## src/rtl/pipeline_hazard_ctrl.sv

```systemverilog
// Pipeline hazard / stall controller for the 5-stage CPU.
// Combinational hold, bubble and flush controls for the pipeline registers.
// A small wait FSM tracks stalled data-RAM accesses and raises a sticky
// timeout. Two performance counters count stall and flush cycles.
module pipeline_hazard_ctrl #(
  parameter int unsigned TIMEOUT = 255,
  parameter int unsigned CNT_W   = 32
) (
  input  logic             cpu_clk,
  input  logic             cpu_rst,
  input  logic             id_valid,
  input  logic             id_re1,
  input  logic             id_re2,
  input  logic [4:0]       id_rR1,
  input  logic [4:0]       id_rR2,
  input  logic             ex_valid,
  input  logic             ex_rf_we,
  input  logic             ex_is_load,
  input  logic [4:0]       ex_wR,
  input  logic             ex_br_taken,
  input  logic             mem_req,
  input  logic             mem_ack,
  input  logic             perf_clr,
  output logic             pc_hold,
  output logic             ifid_hold,
  output logic             ifid_flush,
  output logic             idex_hold,
  output logic             idex_bubble,
  output logic             exmem_hold,
  output logic             memwb_bubble,
  output logic             mem_timeout,
  output logic [CNT_W-1:0] stall_cnt,
  output logic [CNT_W-1:0] flush_cnt
);

  localparam logic [15:0] TO = TIMEOUT[15:0];

  typedef enum logic {RUN, MEM_WAIT} state_t;

  state_t           state_q;
  logic [15:0]      wait_cnt_q;
  logic [15:0]      wait_cnt_d;
  logic             timeout_q;
  logic [CNT_W-1:0] stall_cnt_q;
  logic [CNT_W-1:0] flush_cnt_q;

  logic mem_stall;
  logic br_flush;
  logic lu_hazard;

  assign mem_stall = mem_req & ~mem_ack;
  assign br_flush  = ex_valid & ex_br_taken & ~mem_stall;
  assign lu_hazard = ex_valid & ex_is_load & ex_rf_we & (ex_wR != 5'd0) & id_valid &
                     ((id_re1 & (id_rR1 == ex_wR)) | (id_re2 & (id_rR2 == ex_wR)));

  // Priority encode of the pipeline controls: RAM wait, then redirect, then load-use.
  always_comb begin
    pc_hold      = 1'b0;
    ifid_hold    = 1'b0;
    ifid_flush   = 1'b0;
    idex_hold    = 1'b0;
    idex_bubble  = 1'b0;
    exmem_hold   = 1'b0;
    memwb_bubble = 1'b0;
    if (!cpu_rst) begin
      if (mem_stall) begin
        pc_hold      = 1'b1;
        ifid_hold    = 1'b1;
        idex_hold    = 1'b1;
        exmem_hold   = 1'b1;
        memwb_bubble = 1'b1;
      end else if (br_flush) begin
        ifid_flush  = 1'b1;
        idex_bubble = 1'b1;
      end else if (lu_hazard) begin
        pc_hold     = 1'b1;
        ifid_hold   = 1'b1;
        idex_bubble = 1'b1;
      end
    end
  end

  // Saturating increment of the wait count while in MEM_WAIT.
  always_comb begin
    wait_cnt_d = (wait_cnt_q >= TO) ? TO : wait_cnt_q + 16'd1;
  end

  // Wait FSM: the count equals the number of consecutive stalled edges, and the
  // timeout is flagged on the edge that brings it up to TIMEOUT.
  always_ff @(posedge cpu_clk or posedge cpu_rst) begin
    if (cpu_rst) begin
      state_q    <= RUN;
      wait_cnt_q <= 16'd0;
      timeout_q  <= 1'b0;
    end else begin
      case (state_q)
        RUN: begin
          if (mem_stall) begin
            state_q    <= MEM_WAIT;
            wait_cnt_q <= 16'd1;
            if (TO == 16'd1) timeout_q <= 1'b1;
          end else begin
            wait_cnt_q <= 16'd0;
          end
        end
        MEM_WAIT: begin
          if (mem_stall) begin
            wait_cnt_q <= wait_cnt_d;
            if (wait_cnt_d == TO) timeout_q <= 1'b1;
          end else begin
            state_q    <= RUN;
            wait_cnt_q <= 16'd0;
          end
        end
        default: begin
          state_q    <= RUN;
          wait_cnt_q <= 16'd0;
        end
      endcase
    end
  end

  // Performance counters; a clear wins over a same-cycle increment.
  always_ff @(posedge cpu_clk or posedge cpu_rst) begin
    if (cpu_rst) begin
      stall_cnt_q <= '0;
      flush_cnt_q <= '0;
    end else if (perf_clr) begin
      stall_cnt_q <= '0;
      flush_cnt_q <= '0;
    end else begin
      if (pc_hold)    stall_cnt_q <= stall_cnt_q + CNT_W'(1);
      if (ifid_flush) flush_cnt_q <= flush_cnt_q + CNT_W'(1);
    end
  end

  assign mem_timeout = timeout_q;
  assign stall_cnt   = stall_cnt_q;
  assign flush_cnt   = flush_cnt_q;

endmodule
```

## config.mk

```make
export PLATFORM = sky130hd
export DESIGN_NAME = pipeline_hazard_ctrl
export DESIGN_NICKNAME = d
export VERILOG_FILES = /design/src/rtl/pipeline_hazard_ctrl.sv
export SDC_FILE = /design/constraint.sdc
export NUM_CORES = 1
export LEC_CHECK = 0
export BUFFER_PORTS_ARGS = -buffer_cell sky130_fd_sc_hd__buf_2
export CAP_MARGIN = 25
export CORE_ASPECT_RATIO = 0.75
export CORE_MARGIN = 2
export CORE_UTILIZATION = 25
export DETAILED_ROUTE_END_ITERATION = 8
export PLACE_DENSITY = 0.45
export RECOVER_POWER = 50
export SKIP_CTS_REPAIR_TIMING = 1
export SLEW_MARGIN = 10
export SYNTH_ARGS = -nofsm -noshare
export SYNTH_HDL_FRONTEND = slang
export SYNTH_SLANG_ARGS = --single-unit
```

## constraint.sdc

```tcl
create_clock -name cpu_clk -period 6.55 [get_ports cpu_clk]
set_clock_uncertainty 0.1 [all_clocks]
set_input_delay 0.3275 -clock cpu_clk [delete_from_list [all_inputs] [get_ports cpu_clk]]
set_output_delay 0.3275 -clock cpu_clk [all_outputs]
set_load 0.05 [all_outputs]
```

Word-level counts from Yosys, hierarchy flattened
Index checks and enable logic that the tools add are counted.

Register bits: 82. Bits of input ports: 27. Output and inout bits: 72.

Order comparisons: 1. Mux-type cells: 20. Bitwise logic cells: 14. Equal/unequal tests: 3. Reductions and logical operators: 4. Add/sub/neg operators: 3.

Operators by type and width (count): 32-bit 2-to-1 mux (4); 32-bit by 1-bit adder with 32-bit output, second input constant (2); 16-bit 2-to-1 mux (2); 16-bit one-hot mux with 2 select lines (1); 16-bit by 1-bit adder with 16-bit output, second input constant (1); 16-bit by 8-bit == test with 1-bit output, second input constant (1); 16-bit by 8-bit greater-or-equal comparator with 1-bit output, second input constant (1); 1-bit 2-to-1 mux (13); 1-bit AND (10); 5-bit == test (2); 5-bit nonzero test (1); 2-bit nonzero test (2); 1-bit NOT (3); 3-bit AND reduction (1); 1-bit bitwise OR (1).

Depth between registers and ports, before layout
Gate-level depths: netlist of run 1.

Depth in word-level cells: 11. Mapped depth: 8.

Least setup slack after synthesis of run 1
Ideal clock, no wire load.

Path type: input to register. Start: input cpu_rst. End: register flush_cnt_q[31], in the netlist flush_cnt[31]. Library setup time: 0.132 ns. Cell stages on the path: 6. Arrival time: 3.622 ns. Data required time: 6.318 ns. Path slack: 2.696 ns. Cells stage by stage: inv_1 nand4b_1 nor4_2 nand4_1 xor2_1 nor2_1.

Longest elaborated chain between the ends: 2.

Ends and longest elaborated chain: start, declared (line 10) `input logic cpu_rst,`; 1-bit 2-to-1 mux (line 65) `if (!cpu_rst) begin`; 2-bit nonzero test (no line); end signal, assigned (line 133) `if (ifid_flush) flush_cnt_q <= flush_cnt_q + CNT_W'(1);`; end, declared (line 45) `logic [CNT_W-1:0] flush_cnt_q;`.

No other way between the ends. A chain may end at the register's enable or synchronous reset.

Worst setup path after layout of run 1
Start: input cpu_rst. End: register flush_cnt_q[4], in the netlist flush_cnt[4].

Same word-level chain as after synthesis.

==> results of run 1 <==
## logic make-up after synthesis
kind of cell             count (synthesis)  share of synthesized area
AO/OA/AOI/OAI                           85                      0.117
adder cells (fa/ha/maj)                  3                    0.00913
multiplexers                             3                    0.00730
XOR/XNOR                                45                     0.0958
other                                    1                   0.000912
buffers and inverters                   26                     0.0292
AND/OR/NAND/NOR                        183                      0.241
flip-flops                              82                      0.499
## Yosys cell counts (3+ instances only)
library cell,number
a21oi_1,41
a31oi_1,5
and3_1,15
and4_1,5
buf_2,3
buf_4,3
clkbuf_1,12
dfrtp_1,82
ha_1,3
inv_1,7
mux2i_1,3
nand2_1,33
nand3_1,23
nand4_1,13
nor2_1,39
nor3_1,7
o21ai_0,22
o31ai_1,10
or3_1,21
or4_1,10
xnor2_1,21
xor2_1,24
## registers in the layout (all words and copies together), names as in the netlist
register,flops
stall_cnt,32
flush_cnt,32
wait_cnt_q,16
state_q,1
mem_timeout,1
## worst paths after layout
| kind | start | to | slack [ns] |
|---|---|---|---|
| worst min register to register | mem_timeout | mem_timeout | 0.40 |
| min in group asynchronous | cpu_rst | flush_cnt[15] | 0.59 |
| worst max register to register | stall_cnt[3] | stall_cnt[29] | 4.08 |
| worst max-delay path | cpu_rst | flush_cnt[4] | 3.44 |
| max in group asynchronous | cpu_rst | wait_cnt_q[4] | 4.47 |
| worst min-delay path | mem_req | wait_cnt_q[0] | 0.30 |
## through the flow
| stage | cell area [um^2] | hold slack [ns] | power (W) | setup WS (ns) | util |
|---|---|---|---|---|---|
| after floorplan | 4140 | 0.356 | 0.000564 | 2.70 | - |
| after global placement | 4830 | 0.215 | 0.000587 | 4.00 | 0.301 |
| after detailed placement | 4840 | 0.220 | 0.000588 | 3.98 | 0.302 |
| after CTS | 5190 | -0.160 | 0.00119 | 4.06 | 0.323 |
| after global routing | 5160 | 0.314 | 0.00122 | 3.09 | 0.321 |
| final | 5160 | 0.302 | 0.00117 | 3.44 | 0.321 |
## where the power goes
group / switching (W) / internal, W / leakage, nW / total (W)
clock: 0.000216 / 0.000376 / 0.170 / 0.000591
sequential: 0.00000419 / 0.000512 / 1.12 / 0.000516
combinational: 0.0000439 / 0.0000188 / 0.816 / 0.0000627
total: 0.000264 / 0.000906 / 2.10 / 0.00117
## critical path, cell delays in order
cell and delay, ns:
dlygate4sd3_1 0.53, clkbuf_1 0.25, clkinvlp_2 0.60, clkbuf_1 0.50, buf_16 0.35, and3_1 0.23, and3_1 0.20, xnor2_1 0.14
nor2_1 0.05
## final cells by class
cell class | instances | area (um^2) | share of cell area
inverter | 7 | 27.5 | 0.00534
clock buffer | 9 | 225 | 0.0437
sequential | 82 | 2050 | 0.398
tap | 210 | 263 | 0.0510
clock inverter | 7 | 125 | 0.0243
timing repair buffer | 104 | 489 | 0.0949
multi-input combinational | 327 | 1970 | 0.383
## per-layer routing
metal / vias to the layer above / routed length [um]
li1: 1738 / -
met1: 1758 / 5310
met2: 79 / 4940
met3: 6 / 563
met4: 0 / 93
met5: - / 0
==> results.txt, run 1 <==
status = completed
vias in the first global route = 3378
most frequent cells in the layout = 82 x dfrtp_1, 59 x clkbuf_1, 41 x a21oi_1, 40 x buf_2, 39 x nor2_1
Final HPWL DP = 7830 um
drt pass-1 iters = 4
port bufs = 98
largest net degree at the start of global routing = 74
CTS tree = built
worst-case reg-to-reg path depth = 6
met3 Use GR = 0.0433
# setup viols final = 0
fin nets = 561
fin crit period = 3.11 ns
All-Layer GR Usage = 0.128
Post-synth EDFFs = 0
Die X = 152 um
fin cells = 746
met2 global-route usage = 0.202
Layout fillers = 1656
Worst Path Arrival = 3.21 ns
Slew Limit Fails = 0
core area = 0.0161 mm^2
row cnt = 40
Root Driver = clkbuf_16
syn avg cell area = 9.61 um^2
Post-Syn Instances = 428
RSZ-0062 raised after global routing = no
effective utilization at floorplan = 0.256
global-route wire length before repair = 17900 um
VDD IR-drop max = 0.148 mV
CTS clk-pin slew, worst paths = 0.07 ns
Slew @ Worst Pin = 0.723 ns
Clock Latency Late Sink = 0.34 ns
remaining antenna violation count after routing = 0
Setup crit start kind = input pin
n_diodes = 0
Final GP Congestion = 0.833
die area = 0.0175 mm^2
Worst EP required = 6.65 ns
Placed Cells = 728
initial DRC count = 209
# IOs = 99
initial antenna violation count = 0
synth unique cells = 42
Critical Setup Path Class = input pin to register
share of post-route cells with drive strength above 1 = 0.136
Worst setup EP type = register
drt via density = 4.80
GRT Residual Overflow = 0
slew margin rel. = 0.516
Leak Pwr = 2.10 nW
period utilisation layout = 0.474
part of the Yosys area used for sequential elements = 0.499
Synth top area share = 0.499
grt peak-use layer = met2
asr flop ratio synth = 1.00
via count = 3581
Sink Count = 82
hold crit path type = input pin to register
Wirelength per Cell = 14.6 um
Max FO, Critical Path = 64
Setup Total Neg Slack = 0 ns
number of synthesized register bits = 82
TritonCTS Buffers = 9
Hold Path Cell Cnt = 3
DRT Wirelength = 10900 um
largest area contributor in the netlist = dfrtp_1
Main synth FF type = dfrtp_1
clk buf depth = 2
Die Span Y = 115 um
area grow syn2layout = 25.3%
f_max = 322 MHz
met1 Use GR = 0.172
Residual DRC = 0
Hold Vio Cnt, Final = 0
synth top area cells = dfrtp_1 50%, xor2_1 5.1%, a21oi_1 5.0%
max cap viols = 0
synthesized cell area = 0.00411 mm^2
H-tree depth = 3
Synth warnings = 0
Pwr per Cell Area = 227 mW/mm^2
most common cell after layout, fill and taps aside = dfrtp_1
(Power assumes the default switching activity.)
==> inputs of run 2 (changes only) <==
--- a/config.mk
+++ b/config.mk
@@ -5,13 +5,14 @@
 export SDC_FILE = /design/constraint.sdc
 export NUM_CORES = 1
 export LEC_CHECK = 0
+export ABC_AREA = 1
 export BUFFER_PORTS_ARGS = -buffer_cell sky130_fd_sc_hd__buf_2
 export CAP_MARGIN = 25
 export CORE_ASPECT_RATIO = 0.75
 export CORE_MARGIN = 2
 export CORE_UTILIZATION = 25
 export DETAILED_ROUTE_END_ITERATION = 8
-export PLACE_DENSITY = 0.45
+export PLACE_DENSITY = 0.44
 export RECOVER_POWER = 50
 export SKIP_CTS_REPAIR_TIMING = 1
 export SLEW_MARGIN = 10
==> constraint.sdc (replaced) <==
create_clock -name cpu_clk -period 3.25 [get_ports cpu_clk]
set_clock_uncertainty 0.1 [all_clocks]
set_input_delay 0.1625 -clock cpu_clk [delete_from_list [all_inputs] [get_ports cpu_clk]]
set_output_delay 0.1625 -clock cpu_clk [all_outputs]
set_load 0.05 [all_outputs]
==> run 2 against run 1 <==
The run now ends with capacitance limit, slew limit left. Via count grew 51%. Clock power grew 95%. Sequential cell count is the same. Sequential power grew 100%. Critical path type is now input pin to primary output. Largest power group unchanged. Highest routed layer unchanged.
==> results.txt, run 2 <==
status = complete, but fails checks
violated checks = capacitance limit, slew limit
clk buf depth = 2 (unchanged)
Hold Vio Cnt, Final = 0 (unchanged)
global-route wire length before repair = 27400 um (+53%)
Setup Total Neg Slack = 0 ns (unchanged)
drt via density = 4.43 (-7.7%)
area of the multi-input gates = 0.00289 mm^2 (+46%)
RSZ-0062 raised after global routing = no
fin crit period = 2.51 ns
synth top area cells = dfrtp_1 37%, nand2_1 18%, inv_1 7.6%
Synth top area share = 0.373 (-0.125)
Placed Area = 0.00627 mm^2 (+29%)
Main synth FF type = dfrtp_1
Critical Setup Path Class = input pin to primary output
Sink Count = 82 (unchanged)
port bufs = 98 (unchanged)
Slew Limit Fails = 66 (+66)
period utilisation layout = 0.772
H-tree depth = 3 (unchanged)
via count = 5413 (+51%)
share of post-route cells with drive strength above 1 = 0.0857 (-0.0505)
CTS tree = built
TritonCTS Buffers = 9 (unchanged)
drt pass-1 iters = 5 (+1)
Worst EP required = 2.99 ns (-3.66 ns)
GRT Residual Overflow = 0 (unchanged)
vias in the first global route = 5104 (+51%)
Final HPWL DP = 12300 um (+57%)
slew margin rel. = -0.109 (-0.624)
f_max = 398 MHz
final instance area = 0.00651 mm^2 (+26%)
Hold Path Cell Cnt = 3 (unchanged)
synth unique cells = 38 (-9.5%)
synthesized cell area = 0.00550 mm^2 (+34%)
Clock Latency Late Sink = 0.36 ns (+0.02 ns)
Max FO, Critical Path = 34 (-47%)
most frequent cells in the layout = 262 x nand2_1, 112 x nor2_1, 111 x inv_1, 82 x dfrtp_1, 80 x nand3_1
initial antenna violation count = 0 (unchanged)
Die X = 175 um (+15%)
Slew @ Worst Pin = 1.66 ns (+0.940 ns)
DRT Wirelength = 16300 um (+49%)
Layout fillers = 2378 (+44%)
overall power = 0.00234 W (+100%)
CTS clk-pin slew, worst paths = 0.06 ns (about the same)
n_diodes = 0 (unchanged)
top-count cell post-synth = nand2_1
Placed Cells = 1204 (+65%)
most common cell after layout, fill and taps aside = nand2_1
top cells by count, synth = 260 x nand2_1, 112 x inv_1, 110 x nor2_1
remaining antenna violation count after routing = 0 (unchanged)
Die Span Y = 132 um (+15%)
All-Layer GR Usage = 0.148 (+0.0200)
part of the Yosys area used for sequential elements = 0.373 (-0.125)
Reg area = 0.00205 mm^2 (unchanged)
Setup crit start kind = input pin
initial DRC count = 316 (+51%)
area grow syn2layout = 18.4%
# IOs = 99 (unchanged)
Pwr per Cell Area = 359 mW/mm^2 (+58%)
Worst Path Arrival = 2.25 ns (-0.96 ns)
fin cells = 1222 (+64%)
Post-Syn Instances = 831 (+94%)
setup slack after layout = 0.741 ns (-2.70 ns)
Final GP Congestion = 0.834 (+0.17%)
largest area contributor in the netlist = dfrtp_1
hold crit path type = input pin to register
Leak Pwr = 3.11 nW (+48%)
Synth warnings = 0 (unchanged)
pre-CTS setup slack = 1.01 ns (-2.97 ns)
asr flop ratio synth = 1.00 (unchanged)
Root Driver = clkbuf_16
worst-case reg-to-reg path depth = 10 (+4)
Post-synth EDFFs = 0 (unchanged)
syn avg cell area = 6.61 um^2 (-31%)
max cap viols = 1 (+1)
# setup viols final = 0 (unchanged)
core area = 0.0214 mm^2 (+33%)
row cnt = 46 (+15%)
number of synthesized register bits = 82 (unchanged)
fin nets = 959 (+71%)
VDD IR-drop max = 0.202 mV (+37%)
effective utilization at floorplan = 0.257 (+0.00134)
Wirelength per Cell = 13.3 um (-9.0%)
Worst setup EP type = primary output
Residual DRC = 0 (unchanged)
die area = 0.0232 mm^2 (+33%)
largest net degree at the start of global routing = 66 (-11%)
run 2: cell types whose count changed in the layout (fill, tap and decap cells not counted), moves of 12 or more:
| cell | before | now |
|---|---|---|
| xor2_1 | 24 | 9 |
| nand4_1 | 13 | 50 |
| and3_1 | 15 | 1 |
| or3_1 | 21 | 0 |
| nand3_1 | 23 | 80 |
| inv_1 | 6 | 111 |
| nor2_1 | 39 | 112 |
| a21oi_1 | 41 | 12 |
| nand2_1 | 33 | 262 |
| nor2_2 | 0 | 12 |
run 2: kinds of logic (layout without fill, tap and decap cells):
group	count (synthesis)	in the layout	synth area share
AOI/OAI and AO/OA	41	41	0.0412
and+or+nand+nor	544	544	0.442
adders and majority gates	3	3	0.00683
xor gates and xnor gates	21	21	0.0335
buffers and inverters	139	235	0.102
other	1	8	0.000682
DFF	82	82	0.373
run 2: critical path, stage by stage:
cell           delay [ns]
dlygate4sd3_1        0.54
clkbuf_1             0.14
nor2_1               0.20
nand3_4              0.37
nand2_4              0.47
buf_2                0.34
run 2: layout make-up:
| class | instances | share of cell area |
|---|---|---|
| tap | 288 | 0.0554 |
| timing repair buffer | 103 | 0.0682 |
| inverter | 116 | 0.0673 |
| sequential | 82 | 0.315 |
| clock buffer | 11 | 0.0373 |
| multi-input combinational | 617 | 0.444 |
| clock inverter | 5 | 0.0131 |
run 2: power breakdown:
group	internal [W]	leakage, nW	switching (W)
registers	0.00103	1.12	0.00000689
clock network	0.000701	0.157	0.000454
logic	0.0000340	1.84	0.000112
total	0.00176	3.11	0.000573
run 2: layer usage:
layer | track usage | routed length, um | vias up
met5 | 0 | 0 | -
li1 | - | - | 2829
met1 | 0.222 | 8540 | 2434
met2 | 0.212 | 6600 | 129
met3 | 0.0333 | 895 | 21
met4 | 0.0412 | 231 | 0
run 2: worst paths after layout:
path	start	endpoint	slack [ns]
min	mem_req	state_q	0.06
max in group asynchronous	cpu_rst	flush_cnt[31]	0.94
max reg2reg	stall_cnt[0]	stall_cnt[28]	1.16
min reg2reg	mem_timeout	mem_timeout	0.37
min in group asynchronous	cpu_rst	flush_cnt[7]	0.24
max	cpu_rst	pc_hold	0.74
run 2: through the flow:
stage,hold WS [ns],util
after global placement,0.0474,0.294
after CTS,-0.341,0.309
after floorplan,0.135,-
after detailed placement,0.0467,0.294
final,0.0601,0.305
after global routing,0.128,0.305
==> inputs of run 3 (changes only) <==
--- a/config.mk
+++ b/config.mk
@@ -12,7 +12,7 @@
 export CORE_MARGIN = 2
 export CORE_UTILIZATION = 25
 export DETAILED_ROUTE_END_ITERATION = 8
-export PLACE_DENSITY = 0.44
+export PLACE_DENSITY = 0.46
 export RECOVER_POWER = 50
 export SKIP_CTS_REPAIR_TIMING = 1
 export SLEW_MARGIN = 10
==> constraint.sdc (replaced) <==
create_clock -name cpu_clk -period 2.2 [get_ports cpu_clk]
set_clock_uncertainty 0.1 [all_clocks]
set_input_delay 0.11 -clock cpu_clk [delete_from_list [all_inputs] [get_ports cpu_clk]]
set_output_delay 0.11 -clock cpu_clk [all_outputs]
set_load 0.05 [all_outputs]
==> run 3 against run 2 <==
The run now ends clean. Clock power rose by 55%. Sequential cell count unchanged. Non-clock buffer count grew 8. Utilization up 0.57 points. Sequential power is 47% higher. Total power increased by 52%. Critical path depth grew 1. Critical endpoint is now ifid_hold. Largest cell class unchanged. Largest power group unchanged. Highest routed layer unchanged.
==> results.txt, run 3 (synthesis results as in run 2) <==
status = completed
Die Span Y = 132 um (unchanged)
most used cell, CP = buf_2
pre-CTS setup slack = 0.366 ns (-0.642 ns)
GRT Residual Overflow = 0 (unchanged)
core area = 0.0214 mm^2 (unchanged)
setup slack after layout = 0.126 ns (-0.615 ns)
CTS clk-pin slew, worst paths = 0.06 ns (about the same)
slew margin rel. = 0.106 (+0.215)
remaining antenna violation count after routing = 0 (unchanged)
f_max = 482 MHz
row cnt = 46 (unchanged)
Setup Total Neg Slack = 0 ns (unchanged)
share of post-route cells with drive strength above 1 = 0.107 (+0.0216)
vias in the first global route = 4980 (-2.4%)
worst-case reg-to-reg path depth = 8 (-2)
Slew @ Worst Pin = 1.34 ns (-0.323 ns)
Root Driver = clkbuf_16
Setup crit start kind = input pin
Layout fillers = 2343 (-1.5%)
All-Layer GR Usage = 0.153 (+0.00462)
Worst setup EP type = primary output
hold crit path type = input pin to register
Residual DRC = 0 (unchanged)
max incr delay on CP = 0.52 ns (-0.02 ns)
Final GP Congestion = 0.834 (about the same)
n_diodes = 0 (unchanged)
Clock Latency Late Sink = 0.35 ns (about the same)
CTS tree = built
Wirelength per Cell = 14.0 um (+5.1%)
fin nets = 967 (+0.83%)
most common cell after layout, fill and taps aside = nand2_1
Slowest-stage cell, CP = dlygate4sd3_1
Worst EP required = 1.99 ns (-1.00 ns)
die area = 0.0232 mm^2 (unchanged)
fin crit period = 2.07 ns
# setup viols final = 0 (unchanged)
Placed Cells = 1211 (+0.58%)
Slew Limit Fails = 0 (-100%)
Worst Path Arrival = 1.86 ns (-0.39 ns)
most frequent cells in the layout = 260 x nand2_1, 111 x inv_1, 110 x nor2_1, 82 x dfrtp_1, 80 x nand3_1
Hold Vio Cnt, Final = 0 (unchanged)
H-tree depth = 3 (unchanged)
TritonCTS Buffers = 9 (unchanged)
initial antenna violation count = 0 (unchanged)
initial DRC count = 356 (+13%)
worst path cell trace = dlygate4sd3_1 > buf_2 > nand2_2 > nor2_1 > inv_1 > nand2_4 > buf_2
Hold Path Cell Cnt = 4 (+1)
largest net degree at the start of global routing = 81 (+23%)
via count = 5476 (+1.2%)
port bufs = 98 (unchanged)
global-route wire length before repair = 28100 um (+2.5%)
effective utilization at floorplan = 0.257 (unchanged)
Leak Pwr = 3.20 nW (+2.8%)
VDD IR-drop max = 0.266 mV (+32%)
drt pass-1 iters = 5 (unchanged)
period utilisation layout = 0.943
# IOs = 99 (unchanged)
Pwr per Cell Area = 535 mW/mm^2 (+49%)
fin cells = 1230 (+0.65%)
DRT Wirelength = 17200 um (+5.8%)
Reg area = 0.00205 mm^2 (unchanged)
Final HPWL DP = 12900 um (+5.5%)
drt via density = 4.45 (+0.51%)
Max FO, Critical Path = 29 (-15%)
area of the multi-input gates = 0.00291 mm^2 (+0.69%)
max cap viols = 0 (-1)
Die X = 175 um (unchanged)
clk buf depth = 2 (unchanged)
RSZ-0062 raised after global routing = no
Sink Count = 82 (unchanged)
Critical Setup Path Class = input pin to primary output
overall power = 0.00355 W (+52%)
area grow syn2layout = 20.6%
## run 3: report_power, final
part	switching, W	internal, W
Sequential	0.00000977	0.00152
Combinational	0.000174	0.0000569
Clock	0.000670	0.00111
## run 3: worst paths after layout
| kind | end | from | slack, ns |
|---|---|---|---|
| hold / removal | state_q | mem_ack | 0.01 |
| setup / recovery | ifid_hold | mem_req | 0.13 |
| min in group asynchronous | flush_cnt[10] | cpu_rst | 0.64 |
| max in group asynchronous | stall_cnt[7] | cpu_rst | 0.42 |
| hold reg to reg | mem_timeout | mem_timeout | 0.36 |
| setup reg to reg | flush_cnt[26] | flush_cnt[0] | 0.36 |
## run 3: final cells by class
class | instances | share of cell area
Timing Repair Buffer | 111 | 0.0802
Multi-Input combinational cell | 617 | 0.438
Clock inverter | 6 | 0.0172
Sequential cell | 82 | 0.309
Clock buffer | 10 | 0.0345
Inverter | 116 | 0.0658
Tap cell | 288 | 0.0543
## run 3: stage by stage
stage	hold slack, ns	cell area, um^2	utilization
final	0.0101	6630	0.311
after floorplan	0.0705	5530	-
after global routing	0.0354	6630	0.311
after CTS	-0.234	6680	0.313
after detailed placement	0.145	6340	0.297
after global placement	0.142	6340	0.297
## run 3: critical path, delay by kind of cell
| kind | cells | cell delay [ns] |
|---|---|---|
| buf+inv | 4 | 1.10 |
| simple gates | 3 | 0.64 |
## run 3: metal layers
layer  wire (um)  vias to the layer above  GRT usage  share of wire
met3        1100                       11     0.0359          0.064
met5           0                        -          0              0
li1            -                     2833          -              -
met4         178                        0     0.0352          0.010
met2        6770                      130      0.210           0.39
met1        9170                     2502      0.238           0.53
